<file path="src/rtl/adder4b_pkg.sv">
// Shared types and constants for the operand-entry adder front end.
package adder4b_pkg;

    localparam int unsigned WIDTH_DEF = 4;
    localparam int unsigned STATE_W   = 2;

    typedef enum logic [STATE_W-1:0] {
        StIdle  = 2'b00,
        StWaitB = 2'b01,
        StAdd   = 2'b10,
        StShow  = 2'b11
    } state_e;

endpackage

</file>
<file path="src/rtl/adder4b_btn_conditioner.sv">
// Button front end: synchroniser, rising-edge detector and debounce lockout.
// Emits a registered one-cycle press pulse.
module adder4b_btn_conditioner #(
    parameter int unsigned SYNC_STAGES     = 2,
    parameter int unsigned DEBOUNCE_CYCLES = 16
) (
    input  logic clk_i,
    input  logic rst_ni,
    input  logic btn_i,
    output logic press_o
);

    localparam int unsigned CntW = (DEBOUNCE_CYCLES > 1) ? $clog2(DEBOUNCE_CYCLES) : 1;

    logic [SYNC_STAGES-1:0] sync_q;
    logic                   btn_d_q;
    logic                   press_q;
    logic [CntW-1:0]        cnt_q;
    logic                   rise;
    logic                   accept;

    assign rise   = sync_q[SYNC_STAGES-1] & ~btn_d_q;
    // Edges seen during the lockout window are dropped, not queued.
    assign accept = rise && (cnt_q == '0);

    always_ff @(posedge clk_i or negedge rst_ni) begin
        if (!rst_ni) begin
            sync_q  <= '0;
            btn_d_q <= 1'b0;
            press_q <= 1'b0;
            cnt_q   <= '0;
        end else begin
            sync_q  <= {sync_q[SYNC_STAGES-2:0], btn_i};
            btn_d_q <= sync_q[SYNC_STAGES-1];
            press_q <= accept;
            if (accept) begin
                cnt_q <= CntW'(DEBOUNCE_CYCLES - 1);
            end else if (cnt_q != '0) begin
                cnt_q <= cnt_q - 1'b1;
            end
        end
    end

    assign press_o = press_q;

endmodule

</file>
<file path="src/rtl/adder4b_operand_fsm.sv">
// Operand entry FSM: captures A and B from synchronised switches on button
// presses, adds them and drives registered display outputs.
module adder4b_operand_fsm
    import adder4b_pkg::*;
#(
    parameter int unsigned WIDTH           = WIDTH_DEF,
    parameter int unsigned SYNC_STAGES     = 2,
    parameter int unsigned DEBOUNCE_CYCLES = 16,
    parameter int unsigned BLINK_DIV       = 8
) (
    input  logic               clk,
    input  logic               rst,
    input  logic [WIDTH-1:0]   data_in,
    input  logic               btn_in,
    output logic [WIDTH-1:0]   digit,
    output logic               carry,
    output logic               dp,
    output logic               result_valid,
    output logic [STATE_W-1:0] state_o
);

    localparam int unsigned BlinkW = (BLINK_DIV > 1) ? $clog2(BLINK_DIV) : 1;

    logic [WIDTH-1:0]  data_sync_q [SYNC_STAGES];
    logic [WIDTH-1:0]  data_s;
    logic              press;
    state_e            state_q;
    logic [WIDTH-1:0]  op_a_q;
    logic [WIDTH-1:0]  op_b_q;
    logic [WIDTH:0]    sum_q;
    logic [WIDTH:0]    add_res;
    logic [BlinkW-1:0] blink_q;
    logic [WIDTH-1:0]  digit_q;
    logic              carry_q;
    logic              dp_q;
    logic              valid_q;

    adder4b_btn_conditioner #(
        .SYNC_STAGES     (SYNC_STAGES),
        .DEBOUNCE_CYCLES (DEBOUNCE_CYCLES)
    ) u_btn (
        .clk_i   (clk),
        .rst_ni  (rst),
        .btn_i   (btn_in),
        .press_o (press)
    );

    always_ff @(posedge clk or negedge rst) begin
        if (!rst) begin
            for (int i = 0; i < int'(SYNC_STAGES); i++) begin
                data_sync_q[i] <= '0;
            end
        end else begin
            data_sync_q[0] <= data_in;
            for (int i = 1; i < int'(SYNC_STAGES); i++) begin
                data_sync_q[i] <= data_sync_q[i-1];
            end
        end
    end

    assign data_s  = data_sync_q[SYNC_STAGES-1];
    assign add_res = {1'b0, op_a_q} + {1'b0, op_b_q};

    // Outputs are assigned alongside the state transition so they line up with state_q.
    always_ff @(posedge clk or negedge rst) begin
        if (!rst) begin
            state_q <= StIdle;
            op_a_q  <= '0;
            op_b_q  <= '0;
            sum_q   <= '0;
            blink_q <= '0;
            digit_q <= '0;
            carry_q <= 1'b0;
            dp_q    <= 1'b0;
            valid_q <= 1'b0;
        end else begin
            unique case (state_q)
                StIdle: begin
                    digit_q <= data_s;
                    blink_q <= '0;
                    if (press) begin
                        op_a_q  <= data_s;
                        state_q <= StWaitB;
                    end
                end
                StWaitB: begin
                    digit_q <= data_s;
                    if (press) begin
                        op_b_q  <= data_s;
                        state_q <= StAdd;
                        blink_q <= '0;
                        dp_q    <= 1'b0;
                    end else if (blink_q == BlinkW'(BLINK_DIV - 1)) begin
                        blink_q <= '0;
                        dp_q    <= ~dp_q;
                    end else begin
                        blink_q <= blink_q + 1'b1;
                    end
                end
                StAdd: begin
                    sum_q   <= add_res;
                    state_q <= StShow;
                    digit_q <= add_res[WIDTH-1:0];
                    carry_q <= add_res[WIDTH];
                    dp_q    <= 1'b1;
                    valid_q <= 1'b1;
                end
                StShow: begin
                    if (press) begin
                        op_a_q  <= data_s;
                        state_q <= StWaitB;
                        digit_q <= data_s;
                        carry_q <= 1'b0;
                        dp_q    <= 1'b0;
                        valid_q <= 1'b0;
                        blink_q <= '0;
                    end else begin
                        digit_q <= sum_q[WIDTH-1:0];
                    end
                end
                default: state_q <= StIdle;
            endcase
        end
    end

    assign digit        = digit_q;
    assign carry        = carry_q;
    assign dp           = dp_q;
    assign result_valid = valid_q;
    assign state_o      = state_q;

endmodule

</file>
<file path="config.mk">
export PLATFORM = sky130hd
export DESIGN_NAME = adder4b_operand_fsm
export DESIGN_NICKNAME = d
export VERILOG_FILES = /design/src/rtl/adder4b_pkg.sv /design/src/rtl/adder4b_btn_conditioner.sv /design/src/rtl/adder4b_operand_fsm.sv
export SDC_FILE = /design/constraint.sdc
export NUM_CORES = 1
export LEC_CHECK = 0
export CAP_MARGIN = 20
export CORE_MARGIN = 4
export CORE_UTILIZATION = 30
export CTS_CLUSTER_DIAMETER = 40
export CTS_CLUSTER_SIZE = 25
export DETAILED_ROUTE_END_ITERATION = 8
export SETUP_SLACK_MARGIN = 0.4
export SYNTH_ARGS = -nofsm -noshare
export SYNTH_HDL_FRONTEND = slang
export SYNTH_SLANG_ARGS = --single-unit
</file>
<file path="constraint.sdc">
create_clock -name clk -period 3.2 [get_ports clk]
set_input_delay 0.8 -clock clk [delete_from_list [all_inputs] [get_ports clk]]
set_output_delay 0.8 -clock clk [all_outputs]
set_load 0.01 [all_outputs]
</file>
After elaboration in Yosys (flattened, before gate mapping)
Index checks and enable logic that the tools add are counted.
Widths: inputs -> output; s select.
{"block": "word_totals", "word_cells": 62, "register_bits": 40, "input_bits": 7}
{"block": "classes", "bitwise": 3, "n_mux": 17, "n_reduce_logical": 16, "eq_ne": 8, "addsub": 3}
{"op": "$mux 4", "count": 3}
{"op": "$pmux 4 s3", "count": 1}
{"op": "$reduce_and 2->1", "count": 5}
{"op": "$mux 3", "count": 3}
{"op": "$pmux 3 s3", "count": 1}
{"op": "$ne 2x1->1 const B", "count": 3}
{"op": "$pmux 2 s3", "count": 1}
{"op": "$reduce_bool 3->1", "count": 2}
{"op": "$add 4x4->5", "count": 1}
{"op": "$eq 2x2->1 const B", "count": 2}
{"op": "$logic_not 4->1", "count": 1}
{"op": "$mux 2", "count": 2}
{"op": "$pmux 1 s2", "count": 2}
{"op": "$reduce_bool 2->1", "count": 2}
{"op": "$reduce_bool 4->1", "count": 1}
{"op": "$reduce_or 2->1", "count": 2}
{"op": "$sub 4x1->4 const B", "count": 1}
{"op": "$add 3x1->3 const B", "count": 1}
{"op": "$eq 3x3->1 const B", "count": 1}
{"op": "$mux 1", "count": 3}
{"op": "$ne 3x2->1 const B", "count": 1}
{"op": "$pmux 1 s3", "count": 1}
{"op": "$reduce_and 3->1", "count": 1}
{"op": "$eq 2x1->1 const B", "count": 1}
{"op": "other kinds (4)", "count": 5}

Depth between registers and ports, before layout
Gate-level depths: netlist (run 1).
{"block": "depth", "depth_word": 4, "mapped_depth": 5, "ltp_nobuf": 5}

Modules after synthesis
A second synthesis (run 1) with hierarchy kept.
{"block": "unflattened", "hier_cells": 146, "hier_area_um2": 1798.0}
{"mod": "adder4b_operand_fsm", "n_inst": 1, "seq_area_each_um2": 800.8, "area_per_inst_um2": 1451.4, "cells_each": 118}
{"mod": "adder4b_btn_conditioner", "n_inst": 1, "seq_area_each_um2": 200.2, "area_per_inst_um2": 346.6, "cells_each": 28}

Least setup slack after synthesis (run 1)
Ideal clock, no wire load.
{"block": "synth_path", "path_kind": "register -> register", "startpoint": "register op_a_q[0]", "endpoint": "register carry_q, in the netlist carry", "required_ps": 3073, "setup_ps": 127, "n_path_buf": 0, "setup_slack_ps": 1652, "arrival_ps": 1421, "path_stages_with_launch": 6, "synth_period_minus_slack_ps": 1548, "cell_sequence": "dfrtp_1 -> ha_1 -> fa_1 -> a21o_1 -> a211oi_1 -> o31ai_1"}
{"block": "synth_via", "elab_chain_cells": 2}
{"item": "start, declared", "line_no": "adder4b_operand_fsm.sv:28", "text": "logic [WIDTH-1:0] op_a_q;"}
{"item": "start signal, assigned", "line_no": "adder4b_operand_fsm.sv:82", "text": "op_a_q <= data_s;"}
{"item": "start signal, assigned", "line_no": "adder4b_operand_fsm.sv:110", "text": "op_a_q <= data_s;"}
{"item": "$add 4x4->5", "line_no": "adder4b_operand_fsm.sv:62", "text": "assign add_res = {1'b0, op_a_q} + {1'b0, op_b_q};"}
{"item": "$pmux 1 s2", "line_no": "adder4b_operand_fsm.sv:77", "text": "unique case (state_q)"}
{"item": "end signal, assigned", "line_no": "adder4b_operand_fsm.sv:104", "text": "carry_q <= add_res[WIDTH];"}
{"item": "end, declared", "line_no": "adder4b_operand_fsm.sv:34", "text": "logic carry_q;"}
No other way between the ends.
A chain may end at the register's enable or synchronous reset.

Worst setup path in the final report (run 1)
{"block": "layout_path", "startpoint": "register state_q[0], in the netlist state_o[0]", "endpoint": "output port state_o[0]"}
{"item": "start, declared", "line_no": "adder4b_operand_fsm.sv:27", "text": "state_e state_q;"}
{"item": "start signal, assigned", "line_no": "adder4b_operand_fsm.sv:67", "text": "state_q <= StIdle;"}
{"item": "start signal, assigned", "line_no": "adder4b_operand_fsm.sv:83", "text": "state_q <= StWaitB;"}
{"item": "start signal, assigned", "line_no": "adder4b_operand_fsm.sv:90", "text": "state_q <= StAdd;"}
{"item": "end, declared", "line_no": "adder4b_operand_fsm.sv:19", "text": "output logic [STATE_W-1:0] state_o"}
No word-level cell between the ends.

==> results.yml, run 1 <==
status:
  status: "finished clean"
pwr:
  irDropWorstVdd_mv: 0.393
  swShare_pct: 32.6
  seq_power_share_pct: 45.4
  p_leak_nw: 0.964
  intPower_mw: 1.15
  p_switching_mw: 0.558
  power_density_mw_per_mm2: 833
  clockPowerShare_pct: 19.8
  comb_power_share_pct: 34.8
floorplan:
  die-area_sq_mm: 0.00711
  die_x_microns: 84.3
  start_util_pct: 31.4
  die_y_microns: 84.3
  core_sq_mm: 0.00557
  pin_count: 16
  rows: 27
cells_and_area:
  fin_area_sq_mm: 0.00205
  final_common_cell: "dfrtp_1"
  syn2layout_area_growth_pct: 17.5
  nNetsFinal: 178
  final_cell_mix: "dfrtp_1 (40), clkdlybuf4s50_1 (14), ha_1 (12), inv_1 (8), mux2_2 (8)"
  diodes: 0
  drive_gt1_share_pct: 13.2
timing:
  drv_slew: 0
  setup_viol: 0
  clock.fmax_ghz: 0.482
  final.setup.worst_slack_ns: 1.13
  hold_ws_ns: 0.350
  worst_slew_pin_slew_ns: 0.871
  grt_setup_unrepaired: "false"
  tns_ns: 0
  max_slew_margin_pct: 41.9
  fin_crit_ns: 2.07
  final_hold_viol_count: 0
  period_share_pct: 64.8
  fin_skew_ns: 0.00492
setup_path:
  startpoint_type: "register"
  reg2reg_depth: 5
  cp_slowest_stage_delay_ns: 0.58
  critPathSlowestCell: "clkdlybuf4s50_1"
  cp_num_cells: 1
  critPathKind: "register to output port"
  crit_buf_inv: 1
  cp_data_arrival_time_ns: 1.27
  worstPathRequired_ns: 2.40
  crit_path_cell_trace: "clkdlybuf4s50_1"
  cp_top_family: "buffers and inverters"
  worst_setup_path_end_kind: "output port"
  worstPathMaxFanout: 4
  reg2reg_slack_ns: 1.44
hold_path:
  hold_depth: 0
  hold_class: "register to register"
clock_network:
  cts-resized-gates: 0
  post_cts_buffers: 0
  cts-hold-fix-buffers: 0
  cts_root_buf: "clkbuf_8"
  clock_sinks: 40
  cts_tree: "done"
  numCtsBuffers: 5
  clk_path_buf_depth: 2
  insertion_delay_ns: 0.29
  cts_htree_levels: 2
  clk_pin_slew_ns: 0.08
global_route:
  antenna_found_initial: 0
  grt_pass1_vias: 1224
  grt_max_degree: 41
  grt_pass1_wl_mm: 5.40
  track_usage_pct: 9.42
  grt_overflow: 0
detailed_routing:
  final_antenna_net_count: 0
  wl_met2_mm: 1.53
  met1_length_mm: 1.28
  vias: 1092
  met3WireLength_microns: 130
  dr.pass1.iters: 4
  routedWlPerCell_microns: 13.0
  drt_iter0_markers: 74
  drcViolationCount: 0
  via_per_inst: 4.73
  wl_mm: 3.00
  highest_layer: "met4"
synthesis:
  synth_cells: 139
  ys_types: 35
  netlist_area_sq_mm: 0.00175
  syn_area_per_cell_sq_um: 12.6
  ys_seq_area_share_pct: 57.3
  synth.net_count: 159
  ys_ff_latch: 40
  ys.flop_type: "dfrtp_1"
  synth_warnings: 0
  synth_edf_count: 0
  ys_async_sr_fraction_pct: 100
place:
  routabilityCongestion: 0.805
  hpwl_mm: 2.22
  place_ws_ns: 1.44
  placed_area_sq_mm: 0.00196
  port_buffers: 15
job:
  drv_cap: 0
## state kept, by name (all words and copies together), names as in the netlist
signal / cells
digit: 4
op_b_q: 4
dp: 1
carry: 1
state_o: 2
result_valid: 1
data_sync_q: 4
u_btn.sync_q: 2
sum_q: 4
op_a_q: 4
u_btn.btn_d_q: 1
blink_q: 3
u_btn.press_o: 1
u_btn.cnt_q: 4
data_s: 4
## synth_stat cells, types with 3 or more instances
cell / count / area [sq um]
mux2_2: 8 / 90.1
nor2_1: 5 / 18.8
nor3_1: 3 / 15.0
dfrtp_1: 40 / 1000
mux2i_1: 3 / 30.0
a21o_1: 3 / 22.5
nand3_1: 4 / 20.0
o21ai_0: 7 / 35.0
a21oi_1: 3 / 15.0
ha_1: 12 / 150
o31ai_1: 3 / 22.5
nand2_1: 7 / 26.3
a22oi_1: 3 / 22.5
nor2b_1: 4 / 25.0
inv_1: 8 / 30.0
## routing by layer
layer | vias up | GRT usage (%)
met5 | - | 0
met4 | 0 | 5.04
met3 | 8 | 3.14
met2 | 20 | 16.4
met1 | 538 | 10.0
li1 | 526 | -
## per-stage QoR
| step | total power [mW] | utilization (%) | std cells |
|---|---|---|---|
| 5_1_grt | 1.85 | 36.9 | 231 |
| 3_3_place_gp | 1.36 | 35.2 | 223 |
| 2_1_floorplan | 1.19 | - | 139 |
| 4_1_cts | 1.73 | 36.9 | 231 |
| 3_5_place_dp | 1.39 | 35.2 | 223 |
| 6_report | 1.71 | 36.9 | 231 |
## worst paths after layout
path / from / end
worst min-delay path: data_sync_q[5] / data_s[1]
min in group asynchronous: rst / data_sync_q[5]
worst max register to register: state_o[0] / carry
worst max-delay path: state_o[0] / state_o[0]
max in group asynchronous: rst / digit[3]
worst min register to register: data_sync_q[5] / data_s[1]
## cell families after synthesis
logic type | after synthesis | synth area share (%)
simple gates | 35 | 11.8
mux | 11 | 6.87
flops | 40 | 57.3
fa+ha+maj | 13 | 9.73
buf+inv | 11 | 2.93
xor+xnor | 1 | 0.501
compound gates | 28 | 10.9
## power groups by stage
stage / Sequential (mW) / Clock [mW] / Combinational (mW)
6_report: 0.777 / 0.340 / 0.595
5_1_grt: 0.802 / 0.373 / 0.678
4_1_cts: 0.777 / 0.352 / 0.606
3_5_place_dp: 0.787 / 0 / 0.602
3_3_place_gp: 0.777 / 0 / 0.581
2_1_floorplan: 0.782 / 0 / 0.405
## layout make-up
cell class | count | area [sq um]
fillers | 538 | 3520
flip-flops and latches | 40 | 1000
multi-input cells | 88 | 696
repair buffers | 15 | 145
well taps | 72 | 90.1
clock buffers | 6 | 82.6
inverters | 8 | 30.0
clock inverters | 2 | 10.0
Power figures use the tool's default switching activity.
==> run 2: changes to the inputs <==
Clock period 3.2 ns to 2 ns, I/O delays scaled along.
==> results.yml, run 2 (same netlist as run 1, synthesis figures left out) <==
clock_network:
  clock_sinks: 40
  clk_path_buf_depth: 2
  numCtsBuffers: 5
  insertion_delay_ns: 0.29
  cts_htree_levels: 2
  cts_tree: "done"
  clk_pin_slew_ns: 0.08
  cts-hold-fix-buffers: 0
  cts_root_buf: "clkbuf_8"
setup_path:
  cp_slowest_stage_delay_ns: 0.42
  crit_path_cell_trace: "inv_1, ha_1, nand2b_1, mux2_2"
  worstPathRequired_ns: 2.17
  worst_setup_path_end_kind: "register"
  critPathSlowestCell: "dfrtp_1"
  critPathKind: "register to register"
  worstPathMaxFanout: 4
  startpoint_type: "register"
  cp_data_arrival_time_ns: 1.72
pwr:
  irDropWorstVdd_mv: 0.532
  clockPowerShare_pct: 25.5
  intPower_mw: 2.06
  p_total_mw: 2.97
  swShare_pct: 30.6
  seq_power_share_pct: 41.7
  power_density_mw_per_mm2: 1380
  comb_power_share_pct: 32.8
  p_leak_nw: 1.01
  p_switching_mw: 0.910
global_route:
  use_met2_pct: 16.1
  grt_use_met3_pct: 2.75
  met1_usage_pct: 10.5
  grt_pass1_wl_mm: 5.39
  grt_max_degree: 41
  antenna_found_initial: 0
  track_usage_pct: 9.39
  top_usage_layer: "met2"
  grt_overflow: 0
  grt_pass1_vias: 1225
detailed_routing:
  wl_mm: 2.98
  routedWlPerCell_microns: 12.7
  drt_iter0_markers: 43
  vias: 1100
  final_antenna_net_count: 0
  via_per_inst: 4.68
  dr.pass1.iters: 4
  drcViolationCount: 0
cells_and_area:
  nNetsFinal: 183
  final_cell_mix: "dfrtp_1 (40), ha_1 (9), dlygate4sd2_1 (9), mux2_2 (8)"
  final_common_cell: "dfrtp_1"
  fillCellCount: 544
  drive_gt1_share_pct: 19.6
  diodes: 0
  syn2layout_area_growth_pct: 23.3
  fin_area_sq_mm: 0.00215
place:
  placed_area_sq_mm: 0.00198
  hpwl_mm: 2.19
  port_buffers: 15
  routabilityCongestion: 0.808
floorplan:
  die-area_sq_mm: 0.00711
  die_x_microns: 84.3
  die_y_microns: 84.3
  core_sq_mm: 0.00557
  start_util_pct: 31.4
  pin_count: 16
  rows: 27
timing:
  final_hold_viol_count: 0
  clock.fmax_ghz: 0.645
  worst_slew_pin_slew_ns: 0.493
  tns_ns: 0
  setup_viol: 0
  fin_skew_ns: 0.00525
  max_slew_margin_pct: 67.2
  grt_setup_unrepaired: "true"
  period_share_pct: 77.5
  fin_crit_ns: 1.55
  drv_slew: 0
hold_path:
  hold_class: "input pin to asynchronous set/reset pin"
status:
  status: "finished clean"
job:
  drv_cap: 0
-- run 2: metrics by stage --
stage	setup slack, ns	instances	utilization, %	hold WS (ns)
2_1_floorplan	0.452	139	-	0.204
3_3_place_gp	0.372	225	35.5	0.332
3_5_place_dp	0.309	225	35.5	0.336
4_1_cts	0.420	233	37.9	0.278
5_1_grt	0.364	235	38.7	0.311
6_report	0.451	235	38.7	0.257
-- run 2: path summary, 6_finish.rpt --
path	depth (start not counted)	to	startpoint	slack, ns
setup / recovery	4	op_a_q[2]	state_o[1]	0.45
hold / removal	2	data_sync_q[4]	rst	0.26
setup reg to reg	4	op_a_q[2]	state_o[1]	0.45
hold reg to reg	0	data_s[0]	data_sync_q[4]	0.35
max in group asynchronous	2	op_b_q[1]	rst	1.40
min in group clk	0	data_s[0]	data_sync_q[4]	0.35
-- run 2: final cells by class --
type | count | area, sq um | share of cell area (%)
sequential | 40 | 1000 | 46.5
multi-input combinational | 88 | 729 | 33.9
timing repair buffer | 20 | 175 | 8.13
tap | 72 | 90.1 | 4.18
clock buffer | 5 | 68.8 | 3.19
clock inverter | 2 | 60.1 | 2.79
inverter | 8 | 30.0 | 1.39
-- run 2: critical path: cells and delay by family, from the launching register on --
kind	cells	cell delay [ns]
adders and majority gates	1	0.31
muxes	1	0.37
DFF	1	0.42
buffers and inverters	1	0.10
and+or+nand+nor	1	0.23
-- run 2: metal layers --
layer | part of all wire [%] | vias to the layer above
met5 | 0 | -
met4 | 2.3 | 0
met3 | 3.9 | 10
met2 | 51 | 20
met1 | 43 | 534
li1 | - | 536
-- run 2: power by group through the flow --
stage	logic, mW	clock network (mW)	registers [mW]
floorplan	0.647	0	1.25
global placement	0.926	0	1.24
detailed placement	0.967	0	1.26
CTS	0.941	0.774	1.24
global route	1.10	0.810	1.28
finish	0.974	0.758	1.24
-- run 2: timing repair --
| action | 4_1_cts | 5_1_grt |
|---|---|---|
| buffers inserted | 1 | 2 |
| resized for setup | 14 | 6 |
| endpoints found under the setup margin | 13 | 11 |
| gates cloned | 0 | 0 |
| pin swaps | 1 | 4 |
